==> config.mk <==
export PLATFORM = sky130hd
export DESIGN_NAME = fir_sample_loader_flat
export DESIGN_NICKNAME = d
export VERILOG_FILES = /design/src/rtl/fir_sample_loader_if.sv /design/src/rtl/fir_sample_loader.sv /design/src/flat_wrapper.sv
export SDC_FILE = /design/constraint.sdc
export NUM_CORES = 1
export LEC_CHECK = 0
export CAP_MARGIN = 0
export CORE_MARGIN = 2
export CORE_UTILIZATION = 51
export CTS_CLUSTER_SIZE = 20
export DETAILED_ROUTE_END_ITERATION = 10
export PLACE_DENSITY = 0.88
export RECOVER_POWER = 50
export SYNTH_ARGS = -nofsm -noshare
export SYNTH_HDL_FRONTEND = slang
export SYNTH_SLANG_ARGS = --single-unit
==> constraint.sdc <==
create_clock -name clk -period 2.3 [get_ports clk]
set_input_delay 0.23 -clock clk [delete_from_list [all_inputs] [get_ports clk]]
set_output_delay 0.23 -clock clk [all_outputs]
set_load 0.01 [all_outputs]
==> src/rtl/fir_sample_loader_if.sv <==
// rtl/fir_sample_loader_if.sv - sample stream, sample-memory write and FIR control bundle for fir_sample_loader
interface fir_sample_loader_if #(
  parameter int DATA_W = 8,
  parameter int ADDR_W = 10
);
  logic              arm;
  logic [ADDR_W-1:0] sample_count;
  logic [DATA_W-1:0] s_data;
  logic              s_valid;
  logic              s_ready;
  logic              mem_we;
  logic [ADDR_W-1:0] mem_addr;
  logic [DATA_W-1:0] mem_din;
  logic              fir_start;
  logic              fir_done;
  logic              busy;
  logic              load_done;
  logic              err;
  logic [ADDR_W-1:0] loaded_count;
  logic [31:0]       fir_cycles;

  modport slave (
    input  arm, sample_count, s_data, s_valid, fir_done,
    output s_ready, mem_we, mem_addr, mem_din, fir_start,
           busy, load_done, err, loaded_count, fir_cycles
  );

  modport master (
    output arm, sample_count, s_data, s_valid, fir_done,
    input  s_ready, mem_we, mem_addr, mem_din, fir_start,
           busy, load_done, err, loaded_count, fir_cycles
  );
endinterface

==> src/rtl/fir_sample_loader.sv <==
// rtl/fir_sample_loader.sv - loads a sample stream into shared memory, kicks the FIR and times its run
module fir_sample_loader #(
  parameter int          DATA_W      = 8,
  parameter int          ADDR_W      = 10,
  parameter int unsigned BASE_ADDR   = 0,
  parameter int unsigned MAX_SAMPLES = 512
) (
  input logic                clk,
  input logic                rst,
  fir_sample_loader_if.slave bus
);

  typedef enum logic [2:0] {
    IDLE  = 3'd0,
    LOAD  = 3'd1,
    FLUSH = 3'd2,
    KICK  = 3'd3,
    WAIT  = 3'd4
  } state_t;

  localparam logic [ADDR_W-1:0] BASE_A  = ADDR_W'(BASE_ADDR);
  localparam logic [ADDR_W-1:0] ONE_A   = ADDR_W'(1);
  localparam logic [31:0]       CYC_MAX = 32'hFFFF_FFFF;

  state_t state, state_nxt;

  logic [ADDR_W-1:0] cnt;
  logic [ADDR_W-1:0] idx;
  logic [ADDR_W-1:0] loaded_q;
  logic [ADDR_W-1:0] mem_addr_q;
  logic [DATA_W-1:0] mem_din_q;
  logic              mem_we_q;
  logic              fir_start_q;
  logic              load_done_q;
  logic              err_q;
  logic              done_q;
  logic [31:0]       fir_cycles_q;

  logic count_bad;
  logic done_rise;
  logic accept;
  logic arm_ok;
  logic arm_bad;

  assign count_bad = (bus.sample_count == '0) || (32'(bus.sample_count) > MAX_SAMPLES);
  assign done_rise = bus.fir_done & ~done_q;

  always_ff @(posedge clk) begin
    if (!rst) begin
      state <= IDLE;
    end else begin
      state <= state_nxt;
    end
  end

  always_comb begin
    state_nxt = state;
    accept    = 1'b0;
    arm_ok    = 1'b0;
    arm_bad   = 1'b0;
    case (state)
      IDLE: begin
        if (bus.arm) begin
          if (count_bad) begin
            arm_bad = 1'b1;
          end else begin
            arm_ok    = 1'b1;
            state_nxt = LOAD;
          end
        end
      end
      LOAD: begin
        if (bus.s_valid) begin
          accept = 1'b1;
          if (idx == cnt - ONE_A) begin
            state_nxt = FLUSH;
          end
        end
      end
      FLUSH:   state_nxt = KICK;
      KICK:    state_nxt = WAIT;
      WAIT: begin
        if (done_rise) begin
          state_nxt = IDLE;
        end
      end
      default: state_nxt = IDLE;
    endcase
  end

  // Only a rising edge of fir_done ends the wait, so a level left over from a prior run is ignored.
  always_ff @(posedge clk) begin
    if (!rst) begin
      cnt          <= '0;
      idx          <= '0;
      loaded_q     <= '0;
      mem_addr_q   <= '0;
      mem_din_q    <= '0;
      mem_we_q     <= 1'b0;
      fir_start_q  <= 1'b0;
      load_done_q  <= 1'b0;
      err_q        <= 1'b0;
      done_q       <= 1'b0;
      fir_cycles_q <= '0;
    end else begin
      done_q      <= bus.fir_done;
      mem_we_q    <= accept;
      fir_start_q <= (state == FLUSH);
      load_done_q <= (state == WAIT) && done_rise;

      if (arm_bad) begin
        err_q <= 1'b1;
      end
      if (arm_ok) begin
        err_q    <= 1'b0;
        cnt      <= bus.sample_count;
        idx      <= '0;
        loaded_q <= '0;
      end

      if (accept) begin
        mem_addr_q <= BASE_A + idx;
        mem_din_q  <= bus.s_data;
        idx        <= idx + ONE_A;
        loaded_q   <= loaded_q + ONE_A;
      end

      if (state == KICK) begin
        fir_cycles_q <= '0;
      end else if (state == WAIT && fir_cycles_q != CYC_MAX) begin
        fir_cycles_q <= fir_cycles_q + 32'd1;
      end
    end
  end

  assign bus.s_ready      = (state == LOAD);
  assign bus.busy         = (state != IDLE);
  assign bus.mem_we       = mem_we_q;
  assign bus.mem_addr     = mem_addr_q;
  assign bus.mem_din      = mem_din_q;
  assign bus.fir_start    = fir_start_q;
  assign bus.load_done    = load_done_q;
  assign bus.err          = err_q;
  assign bus.loaded_count = loaded_q;
  assign bus.fir_cycles   = fir_cycles_q;

endmodule

==> src/flat_wrapper.sv <==
// flat-port wrapper written by rule: the top's interface ports become plain ports
module fir_sample_loader_flat 
#(
  parameter int          DATA_W      = 8,
  parameter int          ADDR_W      = 10,
  parameter int unsigned BASE_ADDR   = 0,
  parameter int unsigned MAX_SAMPLES = 512
)
  (clk, rst, bus_arm, bus_sample_count, bus_s_data, bus_s_valid, bus_fir_done, bus_s_ready, bus_mem_we, bus_mem_addr, bus_mem_din, bus_fir_start, bus_busy, bus_load_done, bus_err, bus_loaded_count, bus_fir_cycles);
  fir_sample_loader_if #(.DATA_W(DATA_W), .ADDR_W(ADDR_W)) bus_i ();
  input logic clk;
  input logic rst;
  input wire logic [$bits(bus_i.arm)-1:0] bus_arm;
  input wire logic [$bits(bus_i.sample_count)-1:0] bus_sample_count;
  input wire logic [$bits(bus_i.s_data)-1:0] bus_s_data;
  input wire logic [$bits(bus_i.s_valid)-1:0] bus_s_valid;
  input wire logic [$bits(bus_i.fir_done)-1:0] bus_fir_done;
  output wire logic [$bits(bus_i.s_ready)-1:0] bus_s_ready;
  output wire logic [$bits(bus_i.mem_we)-1:0] bus_mem_we;
  output wire logic [$bits(bus_i.mem_addr)-1:0] bus_mem_addr;
  output wire logic [$bits(bus_i.mem_din)-1:0] bus_mem_din;
  output wire logic [$bits(bus_i.fir_start)-1:0] bus_fir_start;
  output wire logic [$bits(bus_i.busy)-1:0] bus_busy;
  output wire logic [$bits(bus_i.load_done)-1:0] bus_load_done;
  output wire logic [$bits(bus_i.err)-1:0] bus_err;
  output wire logic [$bits(bus_i.loaded_count)-1:0] bus_loaded_count;
  output wire logic [$bits(bus_i.fir_cycles)-1:0] bus_fir_cycles;
  assign bus_i.arm = bus_arm;
  assign bus_i.sample_count = bus_sample_count;
  assign bus_i.s_data = bus_s_data;
  assign bus_i.s_valid = bus_s_valid;
  assign bus_i.fir_done = bus_fir_done;
  assign bus_s_ready = bus_i.s_ready;
  assign bus_mem_we = bus_i.mem_we;
  assign bus_mem_addr = bus_i.mem_addr;
  assign bus_mem_din = bus_i.mem_din;
  assign bus_fir_start = bus_i.fir_start;
  assign bus_busy = bus_i.busy;
  assign bus_load_done = bus_i.load_done;
  assign bus_err = bus_i.err;
  assign bus_loaded_count = bus_i.loaded_count;
  assign bus_fir_cycles = bus_i.fir_cycles;
  fir_sample_loader #(.DATA_W(DATA_W), .ADDR_W(ADDR_W), .BASE_ADDR(BASE_ADDR), .MAX_SAMPLES(MAX_SAMPLES)) u_core (.clk(clk), .rst(rst), .bus(bus_i));
endmodule
Word-level counts from Yosys, hierarchy flattened. Cells that the tools add are included.

Logic and storage cells: 58. Output and inout bits: 66. Register bits after elaboration: 88. Input bits: 23.

Add/subtract/negate cells: 4. Mux-type cells: 17. Reductions and logical operators: 10. Eq/ne operators: 11. Bitwise operators: 3. Magnitude comparators: 1.

Operators by type and width (number): 32-bit by 1-bit adder with 32-bit output (second input constant) (1); 32-bit inequality test (second input constant) (1); 10-bit 2-to-1 mux (3); 10-bit by 1-bit adder with 10-bit output (second input constant) (2); 3-bit 2-to-1 mux (5); 3-bit case mux with 5 select lines (1); 10-bit equality test (1); 10-bit > comparator (second input constant) (1); 10-bit logical NOT (1); 10-bit by 1-bit subtractor with 10-bit output (second input constant) (1); 1-bit 2-to-1 mux (8); 3-bit by 2-bit equality test with 1-bit output (second input constant) (2); 2-bit inequality test (second input constant) (3); 5-bit AND reduction (1); 2-bit by 1-bit inequality test with 1-bit output (second input constant) (2); 2-bit OR reduction (2); 3-bit by 1-bit equality test with 1-bit output (second input constant) (1); 3-bit equality test (second input constant) (1); 3-bit logical NOT (1); 3-bit nonzero test (1); 1-bit logical AND (2); 1-bit inverter (2); 2-bit nonzero test (1); 1-bit AND (1); 1-bit logical OR (1).

Logic depth before layout (Yosys ltp). Gate-level depths: netlist of run 1.

Depth in word-level cells: 7. Gate-level depth with buffers: 8. Depth with buffers taken out: 7.

Least setup slack after synthesis of run 1. OpenSTA, ideal clock, no wires.

Path kind: reg2reg. Start: reg u_core.fir_cycles_q[11], in the netlist u_core.bus.fir_cycles[11]. End: reg u_core.fir_cycles_q[6], in the netlist u_core.bus.fir_cycles[6]. Library setup time: 0.079 ns. Cell stages (with the launch flop): 8. Clock period less this slack: 2.080 ns. Data required time: 2.221 ns. Path slack: 0.220 ns. Buffers on the path: 2. Arrival time: 2.000 ns. Cell sequence: dfxtp_1 nand4_4 or4_1 buf_4 nor4_4 buf_6 nor2_4 a211oi_2.

Longest elaborated chain between the ends: 2.

RTL lines: start, declared (line fir_sample_loader.sv:37) `logic [31:0] fir_cycles_q;`; start signal, assigned (line fir_sample_loader.sv:131) `fir_cycles_q <= fir_cycles_q + 32'd1;`; 32-bit inequality test (line fir_sample_loader.sv:130) `end else if (state == WAIT && fir_cycles_q != CYC_MAX) begin`; 1-bit logical AND (line fir_sample_loader.sv:130).

Every way passes these cells. A chain may end at the register's enable or synchronous reset.

Worst setup path in the final report of run 1. Ends and elaborated chain as after synthesis.

==> results of run 1 <==
==> cell type report <==
| cell class | instances | share of cell area (%) |
|---|---|---|
| Tap cell | 105 | 2.36 |
| Multi-Input combinational cell | 420 | 42.8 |
| Inverter | 15 | 1.01 |
| Clock buffer | 9 | 2.23 |
| Clock inverter | 7 | 1.26 |
| Sequential cell | 88 | 31.6 |
| Timing Repair Buffer | 110 | 18.7 |
==> sequential cells by signal, summed over array words and instances, names as in the netlist <==
name,flops
u_core.bus.mem_we,1
u_core.bus.mem_din,8
u_core.idx,10
u_core.bus.mem_addr,10
u_core.bus.err,1
u_core.bus.fir_start,1
u_core.bus.load_done,1
u_core.bus.loaded_count,10
u_core.done_q,1
u_core.cnt,10
u_core.state,3
u_core.bus.fir_cycles,32
==> path summary, 6_finish.rpt <==
kind / slack (ns) / cells past startpoint / start / end
setup / recovery: 0.16 / 6 / u_core.bus.fir_cycles[11] / u_core.bus.fir_cycles[6]
hold / removal: 0.41 / 3 / bus_s_data[4] / u_core.bus.mem_din[4]
setup reg to reg: 0.16 / 6 / u_core.bus.fir_cycles[11] / u_core.bus.fir_cycles[6]
hold reg to reg: 0.44 / 1 / u_core.done_q / u_core.bus.load_done
==> synthesized netlist by cell type, types with 6 or more instances <==
| cell | number |
|---|---|
| a31oi_1 | 12 |
| inv_1 | 15 |
| o21ai_0 | 33 |
| clkbuf_1 | 24 |
| nand4_1 | 12 |
| nand2_1 | 96 |
| xor2_1 | 7 |
| nor2_1 | 35 |
| nor4_1 | 6 |
| a21oi_1 | 56 |
| nor3_1 | 18 |
| o211ai_1 | 11 |
| xnor2_1 | 11 |
| and3_1 | 8 |
| dfxtp_1 | 88 |
| nand3_1 | 30 |
| or3_1 | 20 |
| or4_1 | 7 |
==> kinds of logic (layout without fill, tap and decap cells) <==
kind of cell	count (synthesis)	count (layout)	synth area share [%]
flip-flops	88	88	40.6
AO/OA/AOI/OAI	134	134	18.1
multiplexers	1	1	0.231
adder cells (fa/ha/maj)	4	4	1.15
AND/OR/NAND/NOR	263	263	31.7
XOR/XNOR	18	18	3.64
buffers and inverters	46	141	4.59
==> through the flow <==
step	hold WS [ns]	total power, mW	util [%]
after detailed placement	0.424	1.85	65.4
after floorplan	0.366	1.74	-
after global placement	0.426	1.84	65.4
after CTS	0.407	2.90	67.7
final	0.414	2.89	67.7
after global routing	0.408	2.99	67.7
==> per-layer routing <==
metal	vias to the layer above	global-route usage (%)	part of all wire, %
li1	2162	-	-
met1	2074	29.8	41
met2	146	44.4	52
met3	18	5.09	5.7
met4	0	6.90	1.2
met5	-	0	0
==> worst register-to-register path: cells and delay by family, from the launching register on <==
family	cells	cell delay (ns)
buffers and inverters	1	0.23
AO/OA/AOI/OAI	1	0.23
flip-flops	1	0.44
AND/OR/NAND/NOR	4	1.15
==> power by group <==
part / total [mW] / switching (mW) / leakage (nW) / internal, mW
sequential: 1.56 / 0.0195 / 0.711 / 1.54
clock: 1.08 / 0.575 / 0.0994 / 0.502
combinational: 0.251 / 0.136 / 1.34 / 0.115
total: 2.89 / 0.730 / 2.15 / 2.16
==> parameters.txt, run 1 <==
Parameter                              Value

Finish
  Share of cells above drive strength 1 ... 8.32%
  ANT cells ... 0
  Final nets ... 671
  Most common cell after layout, fill and taps aside ... nand2_1
  Flip-flop and latch area ... 0.00176 mm^2
  Area growth syn-to-layout ... 28.4%
  Number of cells in the finished layout apart from fillers ... 754
  Fillers ... 658
  Highest-count cells in the layout ignoring fill and taps ... nand2_1, dfxtp_1, dlygate4sd3_1, a21oi_1, nor2_1
  Multi-input combinational cell area ... 0.00238 mm^2
  Cell area after layout ... 0.00557 mm^2

Clocking
  Hold-fix buffers at CTS ... 0
  TritonCTS sink count ... 88
  CTS Buf Count ... 9
  Largest buffer count on any clock path ... 2
  Quantity of gates resized following cts ... 0
  Skew-Pair Late Insertion Delay ... 0.37 ns
  Deepest level of the CTS H-tree ... 3
  Setup Fix Bufs, Post-CTS ... 0
  Clk root buf ... clkbuf_8
  TritonCTS clock tree ... built
  Clock-pin slew of the registers on the worst-case setup and hold paths ... 0.09 ns

Pwr
  Max IR drop VDD ... 0.369 mV
  Standby leakage power ... 2.15 nW
  Power per standard cell area ... 519 mW/mm^2

Global route
  Total congestion overflow after global routing ... 0
  Maximum number of pins on one net before global-route repair ... 31
  Number of global-route vias before repair ... 3961
  Global-route wire length before repair ... 18300 um
  Overall track demand over capacity in global routing ... 24.8%
  Initial antenna violation count ... 0

Routing
  DRC violation total after the first TritonRoute iteration ... 193
  Average wire per standard cell ... 15.0 um
  Residual DRC ... 0
  Routed WL ... 11300 um
  Average vias per placed instance ... 5.84
  Vias after detailed routing ... 4400
  Antenna-violating nets left ... 0
  Pre-antenna DRT Iters ... 4

Timing
  Fin worst setup slack ... 0.158 ns
  Maximum clock frequency ... 467 MHz
  Worst clock skew ... 0.0126 ns
  Post-route minimum period ... 2.14 ns
  Final count of pins violating max slew ... 0
  Final setup violation count ... 0
  Final hold violation count ... 0
  Final clock period utilization by the worst path ... 93.2%
  Worst Tran Pin Value ... 0.732 ns
  Worst relative slew slack ... 51.2%
  Summed negative setup slack over all endpoints ... 0 ns
  Unrepaired setup endpoints after global routing ... no

Setup path
  CP arrival ... 2.41 ns
  Worst endpoint required time ... 2.57 ns
  Top Family by Delay on Critical Path ... simple AND/OR/NAND/NOR gates
  Critical path capture point type ... flop
  List of cells traversed by the critical path ... nand4_4 > or4_4 > nor4_4 > buf_4 > nor2_4 > a211oi_2
  Kind of launch point of the worst setup path ... flop
  Slowest-stage cell, CP ... or4_4
  Type of the worst setup path ... flop to flop
  Crit-path max FO ... 15
  Worst path buffer plus inverter count ... 1
  Critical path's largest stage delay ... 0.66 ns

Placed design
  Detailed placer's ending HPWL ... 8260 um
  Post-DP Area ... 0.00537 mm^2
  Worst setup timing slack at the placement stage ... 0.0695 ns
  Number of buffers inserted by port buffering ... 88
  Number of placed instances with taps included ... 738
  Global placer's final weighted congestion ... 0.860

Die
  Top-Level Pins ... 89
  Die area ... 0.00925 mm^2
  Die H ... 96.2 um
  Initial Utilization ... 52.8%
  Area inside the core boundary ... 0.00822 mm^2
  Overall die width ... 96.2 um
  Std cell rows ... 33

Logic synthesis
  Asr flop ratio synth ... 0%
  Average cell area after synthesis ... 7.83 um^2
  Yosys cell types ... 56
  Number of synthesized flops with an enable pin ... 0
  Number of synthesis warnings ... 0
  Post-Syn Instances ... 554
  Synthesis-stage register bit count ... 88
  Synth area leader ... dfxtp_1
  Synth area leaders ... dfxtp_1, nand2_1, a21oi_1
  Top_reg_cell synth ... dfxtp_1
  Summed instance area of the synthesized netlist ... 0.00434 mm^2
  Fraction of synthesized cell area taken by the top area cell type ... 40.6%
  Proportion of synthesized chip area in sequential cells ... 40.6%
  Synthesized net count ... 581

Outcome
  Run status ... finished, final reports clean

Worst hold path
  Type of the worst min-delay path ... input port to flop

Flow run
  Max-cap viol count ... 0
Note: power is estimated with default switching activity, not from simulation.
==> run 2: changes to the inputs <==
- CORE_UTILIZATION: 51 -> 30
- PLACE_DENSITY: 0.88 -> 0.6
==> parameters.txt, run 2 (synthesized netlist as in run 1, its figures left out) <==
Parameter                              Value

Setup path
  Register-to-Register Path Depth ... 7
  Critical Path Sink ... bus_s_ready
  Kind of launch point of the worst setup path ... flop
  Crit-path max FO ... 8
  CP arrival ... 1.91 ns
  Endpoint of the worst register-to-register path ... u_core.state[0]
  Reg2Reg Launch Point ... u_core.cnt[0]
  Critical path capture point type ... output port
  Startpoint of the most critical setup path ... u_core.state[0]
  Slack of the worst reg-to-reg path ... 0.22 ns
  Type of the worst setup path ... flop to output port
  Worst endpoint required time ... 2.07 ns

Routing
  Vias after detailed routing ... 4315
  Residual DRC ... 0
  Pre-antenna DRT Iters ... 4
  Antenna-violating nets left ... 0
  Average vias per placed instance ... 5.20
  Routed WL ... 12000 um
  DRC violation total after the first TritonRoute iteration ... 254
  Average wire per standard cell ... 14.5 um

Global route
  Grt met3 use ... 4.56%
  GR met1 Demand/Resource ... 19.1%
  Number of global-route vias before repair ... 4065
  Routing usage on met2 ... 25.9%
  Peak-usage layer in the global routing report ... met2
  Initial antenna violation count ... 0
  Overall track demand over capacity in global routing ... 15.4%
  Total congestion overflow after global routing ... 0
  Global-route wire length before repair ... 19800 um
  Maximum number of pins on one net before global-route repair ... 35

Finish
  Highest-count cells in the layout ignoring fill and taps ... nand2_1, dfxtp_1, dlygate4sd3_1, a21oi_1, nor2_1
  Fillers ... 1440
  Share of cells above drive strength 1 ... 8.46%
  ANT cells ... 0
  Largest register FFs ... 32
  Most common cell after layout, fill and taps aside ... nand2_1
  Area growth syn-to-layout ... 32.7%
  Final design utilization ... 41.1%
  Final nets ... 672

Timing
  Final clock period utilization by the worst path ... 93.1%
  Final hold violation count ... 0
  Worst clock skew ... 0.00740 ns
  Summed negative setup slack over all endpoints ... 0 ns
  Final setup violation count ... 0
  Worst relative slew slack ... 57.7%
  Worst Tran Pin Value ... 0.634 ns
  Maximum clock frequency ... 467 MHz
  Final count of pins violating max slew ... 0
  Unrepaired setup endpoints after global routing ... no
  Post-route minimum period ... 2.14 ns

Flow run
  Max-cap viol count ... 0

Clocking
  Largest buffer count on any clock path ... 2
  TritonCTS clock tree ... built
  Hold-fix buffers at CTS ... 0
  Clk root buf ... clkbuf_16
  CTS Buf Count ... 9
  Clock-pin slew of the registers on the worst-case setup and hold paths ... 0.07 ns
  Skew-Pair Late Insertion Delay ... 0.35 ns
  Deepest level of the CTS H-tree ... 3
  TritonCTS sink count ... 88

Placed design
  Global placer's final weighted congestion ... 0.860
  Detailed placer's ending HPWL ... 8910 um
  Number of buffers inserted by port buffering ... 88

Die
  Std cell rows ... 43
  Area inside the core boundary ... 0.0140 mm^2
  Die area ... 0.0154 mm^2
  Die H ... 124 um
  Overall die width ... 124 um
  Initial Utilization ... 31.0%
  Top-Level Pins ... 89

Worst hold path
  Type of the worst min-delay path ... input port to flop

Pwr
  Standby leakage power ... 2.18 nW
  Share of total power consumed by net switching ... 25.1%
  Share of total power in sequential cells ... 48.8%
  Switching power ... 0.804 mW
  Int Power ... 2.40 mW
  Power per standard cell area ... 557 mW/mm^2
  Max IR drop VDD ... 0.345 mV
  Comb power frac ... 7.8%
  Clk pwr share ... 43.4%

Outcome
  Run status ... finished, final reports clean
==> run 2: cell count changes in the layout (fill, tap and decap cells not counted) <==
| cell | delta |
|---|---|
| clkbuf_16 | +9 |
| and2_1 | -1 |
| clkbuf_8 | -9 |
| clkbuf_2 | +1 |
| clkinvlp_4 | +1 |
| inv_6 | +1 |
| clkinv_4 | +1 |
| bufinv_16 | -1 |
| clkinv_2 | -2 |
| and2_0 | +1 |
==> run 2: worst max-delay path, cell delays in order (launching register included) <==
cell and delay [ns]:
dfxtp_1 0.32, buf_4 0.15, nor3b_1 0.45, clkdlybuf4s50_1 0.64
==> run 2: layout make-up <==
cell class	instances	area (um^2)	area share [%]
multi-input cells	420	2380	41.5
flip-flops and latches	88	1760	30.6
repair buffers	111	1040	18.1
clock buffers	9	225	3.92
well taps	180	225	3.92
inverters	15	56.3	0.979
clock inverters	7	55.1	0.957
==> run 2: stage by stage <==
stage               cells  instance area (um^2)  hold WS (ns)  setup slack, ns  power (mW)
floorplan             554                  4340         0.366            0.220        1.74
global placement      814                  5470         0.443            0.172        1.85
detailed placement    814                  5470         0.449            0.117        1.85
CTS                   830                  5750         0.414           0.0965        3.26
global route          830                  5750         0.420          0.00841        3.36
finish                830                  5750         0.428            0.159        3.20
==> run 2: power groups by stage <==
| stage | registers (mW) | clock network, mW | logic [mW] |
|---|---|---|---|
| after floorplan | 1.59 | 0 | 0.143 |
| after global placement | 1.60 | 0 | 0.251 |
| after global routing | 1.56 | 1.52 | 0.279 |
| final | 1.56 | 1.39 | 0.251 |
| after detailed placement | 1.60 | 0 | 0.256 |
| after CTS | 1.56 | 1.44 | 0.257 |
==> run 2: worst min path at each step <==
| stage | from | endpoint | cells past startpoint |
|---|---|---|---|
| 2_1_floorplan | bus_sample_count[1] | u_core.cnt[1] | 2 |
| 3_3_place_gp | u_core.bus.mem_din[0] | u_core.bus.mem_din[0] | 2 |
| 3_5_place_dp | u_core.bus.mem_addr[2] | u_core.bus.mem_addr[2] | 2 |
| 4_1_cts | bus_s_data[4] | u_core.bus.mem_din[4] | 3 |
| 5_1_grt | bus_s_data[1] | u_core.bus.mem_din[1] | 3 |
| 6_report | bus_s_data[4] | u_core.bus.mem_din[4] | 3 |
==> run 2: layer usage <==
metal / share of wire (%) / vias to the layer above
met5: 0 / -
met4: 1.1 / 0
met3: 4.5 / 16
met2: 49 / 104
met1: 46 / 2034
li1: - / 2161
==> run 2: what timing repair did <==
item / CTS / global route
buffers inserted: 0 / 0
resized for setup: 0 / 2
setup endpoints to repair: 0 / 6
